==> src/rtl/uart_txrx.sv <==
// Fixed-baud 8N1 UART: a free-running transmitter that sends back-to-back frames,
// plus an independent receiver with a 2-flop input synchronizer and mid-bit sampling.
module uart_txrx #(
  parameter int CLKS_PER_BIT = 26
) (
  input  logic       i_clk,
  input  logic       i_rst_n,
  input  logic       i_tx_start_bit,
  input  logic [7:0] i_tx_data,
  input  logic       i_tx_stop_bit,
  output logic       o_tx_active,
  output logic       o_tx_serial,
  output logic       o_tx_done,
  input  logic       i_rx_serial,
  output logic [7:0] o_rx_data,
  output logic       o_rx_done
);

  localparam logic [4:0] LAST_CNT = 5'(CLKS_PER_BIT - 1);
  // Counter reaches this value on the 12th cycle after the falling edge is seen (mid start bit).
  localparam logic [4:0] MID_CNT  = 5'((CLKS_PER_BIT - 1) / 2 - 1);

  typedef enum logic [1:0] {TX_IDLE, TX_START, TX_DATA, TX_STOP} txState_t;
  typedef enum logic [1:0] {RX_IDLE, RX_START, RX_DATA, RX_STOP} rxState_t;

  txState_t   r_txState;
  logic [4:0] r_txCnt;
  logic [2:0] r_txBitIdx;
  logic [7:0] r_txData;
  logic       r_txStop;
  logic [2:0] w_txNextIdx;

  rxState_t   r_rxState;
  logic [4:0] r_rxCnt;
  logic [2:0] r_rxBitIdx;
  logic [7:0] r_rxShift;
  logic [1:0] r_rxSync;
  logic       w_rxLevel;

  assign w_txNextIdx = r_txBitIdx + 3'd1;
  assign w_rxLevel   = r_rxSync[1];

  // The start level goes straight into o_tx_serial, so only data and stop need latching.
  always_ff @(posedge i_clk or negedge i_rst_n) begin
    if (!i_rst_n) begin
      r_txState   <= TX_IDLE;
      r_txCnt     <= '0;
      r_txBitIdx  <= '0;
      r_txData    <= '0;
      r_txStop    <= 1'b1;
      o_tx_serial <= 1'b1;
      o_tx_active <= 1'b0;
      o_tx_done   <= 1'b0;
    end else begin
      o_tx_done <= 1'b0;
      case (r_txState)
        TX_IDLE: begin
          r_txData    <= i_tx_data;
          r_txStop    <= i_tx_stop_bit;
          r_txCnt     <= '0;
          r_txBitIdx  <= '0;
          o_tx_serial <= i_tx_start_bit;
          o_tx_active <= 1'b1;
          r_txState   <= TX_START;
        end
        TX_START: begin
          if (r_txCnt == LAST_CNT) begin
            r_txCnt     <= '0;
            o_tx_serial <= r_txData[0];
            r_txState   <= TX_DATA;
          end else begin
            r_txCnt <= r_txCnt + 5'd1;
          end
        end
        TX_DATA: begin
          if (r_txCnt == LAST_CNT) begin
            r_txCnt <= '0;
            if (r_txBitIdx == 3'd7) begin
              o_tx_serial <= r_txStop;
              r_txState   <= TX_STOP;
            end else begin
              r_txBitIdx  <= w_txNextIdx;
              o_tx_serial <= r_txData[w_txNextIdx];
            end
          end else begin
            r_txCnt <= r_txCnt + 5'd1;
          end
        end
        TX_STOP: begin
          if (r_txCnt == LAST_CNT) begin
            r_txCnt     <= '0;
            o_tx_serial <= 1'b1;
            o_tx_active <= 1'b0;
            o_tx_done   <= 1'b1;
            r_txState   <= TX_IDLE;
          end else begin
            r_txCnt <= r_txCnt + 5'd1;
          end
        end
        default: r_txState <= TX_IDLE;
      endcase
    end
  end

  always_ff @(posedge i_clk or negedge i_rst_n) begin
    if (!i_rst_n) begin
      r_rxSync <= 2'b11;
    end else begin
      r_rxSync <= {r_rxSync[0], i_rx_serial};
    end
  end

  always_ff @(posedge i_clk or negedge i_rst_n) begin
    if (!i_rst_n) begin
      r_rxState  <= RX_IDLE;
      r_rxCnt    <= '0;
      r_rxBitIdx <= '0;
      r_rxShift  <= '0;
      o_rx_data  <= '0;
      o_rx_done  <= 1'b0;
    end else begin
      o_rx_done <= 1'b0;
      case (r_rxState)
        RX_IDLE: begin
          r_rxCnt    <= '0;
          r_rxBitIdx <= '0;
          if (!w_rxLevel) r_rxState <= RX_START;
        end
        RX_START: begin
          if (r_rxCnt == MID_CNT) begin
            r_rxCnt   <= '0;
            r_rxState <= w_rxLevel ? RX_IDLE : RX_DATA;
          end else begin
            r_rxCnt <= r_rxCnt + 5'd1;
          end
        end
        RX_DATA: begin
          if (r_rxCnt == LAST_CNT) begin
            r_rxCnt   <= '0;
            r_rxShift <= {w_rxLevel, r_rxShift[7:1]};
            if (r_rxBitIdx == 3'd7) begin
              r_rxState <= RX_STOP;
            end else begin
              r_rxBitIdx <= r_rxBitIdx + 3'd1;
            end
          end else begin
            r_rxCnt <= r_rxCnt + 5'd1;
          end
        end
        RX_STOP: begin
          if (r_rxCnt == LAST_CNT) begin
            r_rxCnt   <= '0;
            o_rx_data <= r_rxShift;
            o_rx_done <= 1'b1;
            r_rxState <= RX_IDLE;
          end else begin
            r_rxCnt <= r_rxCnt + 5'd1;
          end
        end
        default: r_rxState <= RX_IDLE;
      endcase
    end
  end

endmodule

==> config.mk <==
export PLATFORM = sky130hd
export DESIGN_NAME = uart_txrx
export DESIGN_NICKNAME = d
export VERILOG_FILES = /design/src/rtl/uart_txrx.sv
export SDC_FILE = /design/constraint.sdc
export NUM_CORES = 1
export LEC_CHECK = 0
export ABC_AREA = 0
export BUFFER_PORTS_ARGS = -buffer_cell sky130_fd_sc_hd__buf_2
export CORE_AREA = 2 2 91 93
export DETAILED_ROUTE_END_ITERATION = 16
export DIE_AREA = 0 0 93 95
export SYNTH_ARGS = -nofsm -noshare
export SYNTH_HDL_FRONTEND = slang
export SYNTH_SLANG_ARGS = --single-unit
==> constraint.sdc <==
create_clock -name i_clk -period 4.7 [get_ports i_clk]
set_clock_uncertainty 0.05 [all_clocks]
set_input_delay 0.705 -clock i_clk [delete_from_list [all_inputs] [get_ports i_clk]]
set_output_delay 0.705 -clock i_clk [all_outputs]
set_load 0.02 [all_outputs]
# Word-level counts from Yosys, hierarchy flattened
# Cells that the tools add are included.
[word_totals]
elab_cells = 93
out_inout_bits = 12
ff_bits = 51
[op_classes]
n_eq_ne = 22
addsub = 4
n_mux = 36
order_cmp = 1
reduce_logical = 15
[op_table]
columns = ["op", "n"]
rows = [
  ["!= test 2 bit (second input constant)", 11],
  ["2-to-1 mux 2 bit", 10],
  ["case mux 2 bit (4 select lines)", 2],
  ["2-to-1 mux 5 bit", 3],
  ["case mux 5 bit (3 select lines)", 1],
  ["2-to-1 mux 3 bit", 4],
  ["case mux 3 bit (2 select lines)", 2],
  ["adder 5 x 1 -> 5 bit (second input constant)", 2],
  ["== test 5 bit (second input constant)", 2],
  ["2-to-1 mux 1 bit", 10],
  ["case mux 5 bit (2 select lines)", 1],
  ["AND reduction 3 bit", 3],
  ["== test 2 bit (second input constant)", 4],
  ["adder 3 x 1 -> 3 bit (second input constant)", 2],
  ["== test 3 bit (second input constant)", 2],
  ["AND reduction 2 bit", 3],
  ["nonzero test 2 bit", 3],
  ["== test 5 x 4 -> 1 bit (second input constant)", 1],
  ["AND reduction 5 bit", 1],
  ["== test 2 x 1 -> 1 bit (second input constant)", 2],
  ["zero test 2 bit", 2],
  ["less-than comparator 3 x 4 -> 1 bit (second input constant)", 1],
  ["case mux 1 bit (4 select lines)", 1],
  ["AND reduction 4 bit", 1],
  ["other kinds (4)", 4],
]

# Logic depth before layout (Yosys ltp)
# Gate-level depths: netlist of the first run.
[logic_depth]
word_depth = 6
depth_mapped = 7
ltp_nobuf = 6

# Worst setup path before layout of the first run
# OpenSTA, ideal clock, no wires.
[synth_path]
kind = "flip-flop to flip-flop"
startpoint = "register r_txState[0]"
endpoint = "register r_txState[1]"
stages_incl_launch_ff = 7
path_slack_ps = 3004
t_required_ps = 4525
setup_ps = 125
synth_period_minus_slack_ps = 1696
t_arrival_ps = 1521
path_cell_list = "dfrtp_1 inv_1 ha_1 clkbuf_2 o31ai_1 nand2_1 mux2_2"
[synth_between]
elab_chain_cells = 3
word_cells_on_any_way = 10
classes_between = "7 x eq/ne; 1 x mux; 2 x reduce/logical"
[synth_rtl]
columns = ["element", "line_no", "source"]
rows = [
  ["start, declared", "26", "txState_t r_txState;"],
  ["start signal, assigned", "46", "r_txState <= TX_IDLE;"],
  ["start signal, assigned", "64", "r_txState <= TX_START;"],
  ["start signal, assigned", "70", "r_txState <= TX_DATA;"],
  ["== test 2 bit or == test 2 x 1 -> 1 bit (tied branches)", "56", "case (r_txState)"],
  ["!= test 2 bit (no line)", "--", ""],
  ["AND reduction 4 bit (no line)", "--", ""],
]
# Parallel ways exist; a longest one is shown, timed or not.
# A chain may end at the register's enable or synchronous reset.

# Worst setup path in the final report of the first run
[layout_path]
startpoint = "register r_txBitIdx[0]"
endpoint = "register r_txBitIdx[1]"
[layout_between]
elab_chain_cells = 4
word_cells_on_any_way = 7
classes_between = "1 x add/sub; 2 x eq/ne; 3 x mux; 1 x reduce/logical"
[layout_rtl]
columns = ["element", "line_no", "source"]
rows = [
  ["start, declared", "28", "logic [2:0] r_txBitIdx;"],
  ["start signal, assigned", "82", "r_txBitIdx <= w_txNextIdx;"],
  ["adder 3 x 1 -> 3 bit", "40", "assign w_txNextIdx = r_txBitIdx + 3'd1;"],
  ["2-to-1 mux 3 bit", "78", "if (r_txBitIdx == 3'd7) begin"],
  ["2-to-1 mux 3 bit", "76", "if (r_txCnt == LAST_CNT) begin"],
  ["case mux 3 bit (2 select lines)", "56", ""],
]
# Parallel ways exist; a longest one is shown, timed or not. The select of a mux whose other input is x is not followed.

==> flow_summary.toml, run 1 <==
[clock_tree]
clock_latency_ns = 0.30
cts_tree = "done"
post-cts-setup-buffer-count = 0
h-tree-depth = 2
post_cts_resized = 0
postCtsHoldBufs = 0
clk_pin_slew_ns = 0.09
cts_buffer_depth = 2
cts_root_buffer = "clkbuf_8"
numCtsBuffers = 5
clock-sinks = 51

[finish]
ff_latch_area_um2 = 1280
drive_gt1_share_pct = 34.6
fin_nets = 233
fill_cells = 820
stdcell_count = 313
area_delta_synth_final_pct = 15.8
multi_input_area_um2 = 977
antennaDiodeCount = 0

[global_route]
grt_max_degree = 52
grt-ovfl-total = 0
grt_pass1_vias = 1455
grt_pass1_wl_um = 6270
track_usage_pct = 8.80
antenna_found_initial = 0

[route]
detailroute.wirelength.met2_um = 1730
vias = 1403
drt_iter0_markers = 35
m1WireLength_um = 1730
drc_errors = 0
wl_met3_um = 96
drtAntennaViolNets = 0
routed_via_density = 4.48
wl_per_cell_um = 11.5
routed_wl_um = 3610
top_layer = "met4"
dr.pass1.iters = 3

[critical_path]
critPathTopFamily = "flip-flops"
crit_required_ns = 4.84
end_kind = "register"
worst_ep_arrival_time_ns = 2.04
max_stage_delay_ns = 0.48
worst_path_most_repeated_cell = "ha_1"
worstSetupPathType = "reg -> reg"
critPathLaunchType = "register"
path_max_fanout = 6
slowest_stage = "dfrtp_1"
crit_buf_inv = 0
path_cells = "ha_1 -> ha_1 -> nor2_1 -> mux2_2 -> a22o_1"

[power_and_ir_drop]
powerDensity_nw_per_um2 = 357
vdd_drop_max_v = 0.000263
p_leak_nw = 1.32
total_power_w = 0.000960
comb_power_share_pct = 10.3
p_sw_share_pct = 24.5
power_frac_seq_pct = 52.8
power.share.clock_pct = 36.9
intPower_w = 0.000725
power_switching_w = 0.000235

[run_status]
status = "complete, no violations"

[timing]
fin_tns_setup_ns = 0
report.final.setup_viol = 0
finalCritPeriodShare_pct = 40.4
finalMaxSlewViolations = 0
final.setup.worst_slack_ns = 2.80
relSlewSlack_pct = 57.8
fmax_ghz = 0.527
rsz0062_at_grt = "false"
fin_crit_ns = 1.90
whs_ns = 0.309
hold_viol = 0
tightest_slew_ns = 0.633

[run]
drv_cap = 0

[place]
place_inst = 305
hpwl_um = 2570
post-place-ws_ns = 2.79
gpl.final_weighted_congestion = 0.777
portBuffers = 24

[logic_synthesis]
synthArstFlopShare_pct = 100
synth-edff-count = 0
synth_seq_cells = 51
syn_inst = 180
yosys_warnings = 0
syn-num-nets = 206
syn-cell-area_um2 = 2320
synth_cell_types = 41
postSynthAreaPerCell_um2 = 12.9
ys.flop_type = "dfrtp_1"
synth_seq_area_share_pct = 55.2

[die]
ioPinCount = 25
dieArea_um2 = 8840
die_h_um = 95
fp.dieW_um = 93
start_util_pct = 29.3
core_um2 = 7930
rows = 33

[hold_path]
min_path_type = "reg -> reg"
## cell usage in the layout, fill, tap and decap left out, drive strengths merged
cell type,count
o22ai,1
a21o,1
clkbuf,5
nand4bb,1
a32o,1
a22o,2
mux2,29
nand3b,1
o31ai,1
or2b,1
nand2,6
nand4b,2
nand3,5
a21oi,4
a31oi,1
nand2b,2
mux2i,3
buf,25
a22oi,3
dfstp,4
xor2,5
nor3b,1
dfrtp,47
o21ai,4
inv,9
bufinv,2
xnor2,2
mux4,1
ha,13
nand4,1
nor2,19
nor3,3
or2,2
clkinvlp,1
## cell families after synthesis
family / share of synthesized area (%)
flip-flops: 55.2
AND/OR/NAND/NOR: 10.9
multiplexers: 16.5
AO/OA/AOI/OAI: 5.07
buffers and inverters: 2.69
adder cells (fa/ha/maj): 7.01
XOR/XNOR: 2.64
## metal layers
layer,up-vias,track usage [%]
li1,675,-
met1,703,10.7
met2,18,14.9
met3,7,2.47
met4,0,3.19
met5,-,0
## sequential cells by signal, indices dropped and copies added (netlist names), 2 cells and up, named ones only
signal      cells
o_rx_data       8
r_rxSync        2
r_txCnt         5
r_rxBitIdx      3
r_rxShift       8
r_txState       2
r_txBitIdx      3
r_rxCnt         5
r_txData        8
## through the flow
stage | area (um2) | utilization (%)
final | 2690 | 33.9
after global routing | 2690 | 33.9
after CTS | 2690 | 33.9
after detailed placement | 2550 | 32.2
after global placement | 2550 | 32.2
after floorplan | 2320 | -
## cell usage after synthesis, drive strengths merged, types with 2 or more instances
master  number  area share (%)
xnor2        2            0.75
xor2         5             1.9
mux2i        3             1.3
nand3        5             1.1
mux2        29              14
a22oi        3            0.97
dfstp        4             4.5
nor2        19             3.4
inv          9             1.5
a22o         2            0.75
buf          3            0.86
nand2        6             1.1
or2          2            0.54
o21ai        4            0.86
a21oi        4            0.86
ha          13             7.0
clkbuf       2            0.38
nand4b       2             1.4
nand2b       2            0.54
dfrtp       47              51
nor3         3             1.1
## path summary, 6_finish.rpt
path | start | to | slack (ns) | cells after the start
max | r_txBitIdx[0]$_DFFE_PN0P_ | r_txBitIdx[1]$_DFFE_PN0P_ | 2.80 | 5
min | r_rxSync[0]$_DFF_PN1_ | r_rxSync[1]$_DFF_PN1_ | 0.31 | 0
max reg2reg | r_txBitIdx[0]$_DFFE_PN0P_ | r_txBitIdx[1]$_DFFE_PN0P_ | 2.80 | 5
min reg2reg | r_rxSync[0]$_DFF_PN1_ | r_rxSync[1]$_DFF_PN1_ | 0.31 | 0
max in group asynchronous | i_rst_n | o_tx_active$_DFFE_PN0P_ | 3.72 | 2
min in group asynchronous | i_rst_n | o_rx_done$_DFF_PN0_ | 0.45 | 2
## power groups by stage
| stage | Combinational, W | Sequential, W | Clock, W |
|---|---|---|---|
| floorplan | 0.0000960 | 0.000498 | 0 |
| global placement | 0.0000982 | 0.000515 | 0 |
| finish | 0.0000986 | 0.000507 | 0.000354 |
| detailed placement | 0.000101 | 0.000516 | 0 |
| CTS | 0.000101 | 0.000507 | 0.000369 |
| global route | 0.000111 | 0.000514 | 0.000387 |
## layout make-up
| cell class | count | area share (%) |
|---|---|---|
| repair buffers | 25 | 4.75 |
| inverters | 9 | 1.26 |
| clock inverters | 3 | 2.51 |
| well taps | 105 | 4.89 |
| clock buffers | 5 | 2.56 |
| flip-flops and latches | 51 | 47.7 |
| multi-input cells | 115 | 36.4 |
No activity file was read; power rests on OpenSTA's default activity.
==> inputs of run 2 (changes only) <==
==> constraint.sdc (replaced) <==
create_clock -name i_clk -period 1.7 [get_ports i_clk]
set_clock_uncertainty 0.05 [all_clocks]
set_input_delay 0.255 -clock i_clk [delete_from_list [all_inputs] [get_ports i_clk]]
set_output_delay 0.255 -clock i_clk [all_outputs]
set_load 0.02 [all_outputs]
==> run 2 against run 1 <==
Clock power grew 100%. Die area did not move. Global-route usage grew 0.51 points. Clock-buffer cell count unchanged. Design area rose by 7.4%. Sequential power increased to 2.8 times the previous value. Critical path type unchanged. Critical endpoint is now r_rxState[0]$_DFFE_PN0P_. Highest routed layer unchanged.
==> flow_summary.toml, run 2 (synthesis results as in run 1) <==
[global_route]
antenna_found_initial = 0
track_usage_pct = 9.31
grt_pass1_wl_um = 6550
grt_pass1_vias = 1429
grt_max_degree = 52
grt-ovfl-total = 0

[die]
die_h_um = 95
start_util_pct = 29.3
dieArea_um2 = 8840
rows = 33
fp.dieW_um = 93
core_um2 = 7930
ioPinCount = 25

[finish]
final_cell_area_um2 = 2890
stdcell_count = 330
drive_gt1_share_pct = 42.7
post-route-util_pct = 36.4
mostFrequentLayoutCell = "dfrtp_1"
fill_cells = 803
final_cell_mix = "dfrtp_1, buf_2, mux2_2"
antennaDiodeCount = 0
largestRegisters = "o_rx_data x8, r_rxShift x8, r_txData x8"
fin_nets = 250
area_delta_synth_final_pct = 24.3

[timing]
fin_tns_setup_ns = 0
finalCritPeriodShare_pct = 97.0
relSlewSlack_pct = 68.6
fin_crit_ns = 1.65
tightest_slew_ns = 0.471
final.setup.worst_slack_ns = 0.0517
report.final.setup_viol = 0
finalMaxSlewViolations = 0
fmax_ghz = 0.607
hold_viol = 0

[clock_tree]
clk_pin_slew_ns = 0.10
cts_buffer_depth = 2
numCtsBuffers = 5
cts_tree = "done"
clock-sinks = 51
clock_latency_ns = 0.31
cts_root_buffer = "clkbuf_8"
h-tree-depth = 2

[route]
wl_per_cell_um = 11.6
routed_via_density = 4.43
drc_errors = 0
routed_wl_um = 3840
drt_iter0_markers = 51
vias = 1461
drtAntennaViolNets = 0
dr.pass1.iters = 4

[place]
gpl.final_weighted_congestion = 0.756
portBuffers = 24
placed_area_um2 = 2680
hpwl_um = 2670
place_inst = 317
post-place-ws_ns = -0.0494

[power_and_ir_drop]
p_leak_nw = 1.41
powerDensity_nw_per_um2 = 860
vdd_drop_max_v = 0.000652

[critical_path]
path_cells = "buf_4 -> ha_1 -> nand4bb_1 -> a21oi_1 -> or2_1 -> mux2_4"
worstSetupPathType = "reg -> reg"
path_max_fanout = 3
slowest_stage = "dfrtp_1"
worst_ep_arrival_time_ns = 1.80
critPathLaunchType = "register"
end_kind = "register"
max_stage_delay_ns = 0.40
crit_required_ns = 1.86

[run_status]
status = "complete, no violations"

[hold_path]
min_path_type = "in -> reg"

[run]
drv_cap = 0
run 2: cell count changes in the layout (fill, tap and decap cells not counted), moves of 2 or more:
cell / before / now
mux2_4: 1 / 6
bufinv_16: 2 / 0
buf_4: 1 / 13
ha_1: 13 / 11
buf_12: 0 / 3
mux2_2: 28 / 23
dlygate4sd3_1: 0 / 2
run 2: cell type report:
| type | instances | area, um2 | share of cell area [%] |
|---|---|---|---|
| Sequential cell | 51 | 1280 | 44.4 |
| Multi-Input combinational cell | 115 | 1050 | 36.3 |
| Timing Repair Buffer | 42 | 298 | 10.3 |
| Tap cell | 105 | 131 | 4.55 |
| Clock buffer | 5 | 68.8 | 2.39 |
| Inverter | 9 | 33.8 | 1.17 |
| Clock inverter | 3 | 23.8 | 0.824 |
run 2: per-layer routing:
| layer | wire length, um | track usage (%) |
|---|---|---|
| met1 | 1820 | 12.0 |
| met5 | 0 | 0 |
| met2 | 1860 | 15.5 |
| met3 | 105 | 2.55 |
| met4 | 44 | 2.57 |
run 2: metrics by stage:
| stage | total power [W] | hold WS (ns) |
|---|---|---|
| 2_1_floorplan | 0.00164 | -0.0906 |
| 3_3_place_gp | 0.00173 | 0.221 |
| 3_5_place_dp | 0.00174 | 0.220 |
| 4_1_cts | 0.00248 | 0.116 |
| 5_1_grt | 0.00264 | 0.117 |
| 6_report | 0.00248 | 0.129 |
run 2: worst max-delay path: cells and delay by family, from the launching register on:
| family | cells | cell delay (ns) |
|---|---|---|
| AO/OA/AOI/OAI | 1 | 0.06 |
| adder cells (fa/ha/maj) | 1 | 0.21 |
| buffers and inverters | 1 | 0.14 |
| flip-flops | 1 | 0.40 |
| multiplexers | 1 | 0.30 |
| AND/OR/NAND/NOR | 2 | 0.39 |
run 2: report_power, final:
group / leakage, nW / switching, W / internal, W / total, W
clock network: 0.0408 / 0.000412 / 0.000295 / 0.000707
registers: 0.646 / 0.000111 / 0.00129 / 0.00141
logic: 0.726 / 0.000178 / 0.000191 / 0.000369
run 2: worst paths after layout:
path | start | endpoint | slack (ns) | cells past startpoint
worst max-delay path | r_rxCnt[1]$_DFF_PN0_ | r_rxState[0]$_DFFE_PN0P_ | 0.05 | 6
worst min-delay path | i_tx_data[1] | r_txData[1]$_DFFE_PN0P_ | 0.13 | 2
worst max register to register | r_rxCnt[1]$_DFF_PN0_ | r_rxState[0]$_DFFE_PN0P_ | 0.05 | 6
worst min register to register | r_rxSync[0]$_DFF_PN1_ | r_rxSync[1]$_DFF_PN1_ | 0.32 | 0
max in group asynchronous | i_rst_n | o_tx_serial$_DFFE_PN1P_ | 0.89 | 3
min in group asynchronous | i_rst_n | o_rx_data[1]$_DFFE_PN0P_ | 0.40 | 3
run 2: repair_timing:
item / CTS / global route
hold buffers: 2 / 0
resized for setup: 1 / 17
hold endpoints to repair: 48 / 0
pin swaps: 1 / 2
cloned: 0 / 0
buffers inserted: 0 / 3
endpoints found under the setup margin: 2 / 24
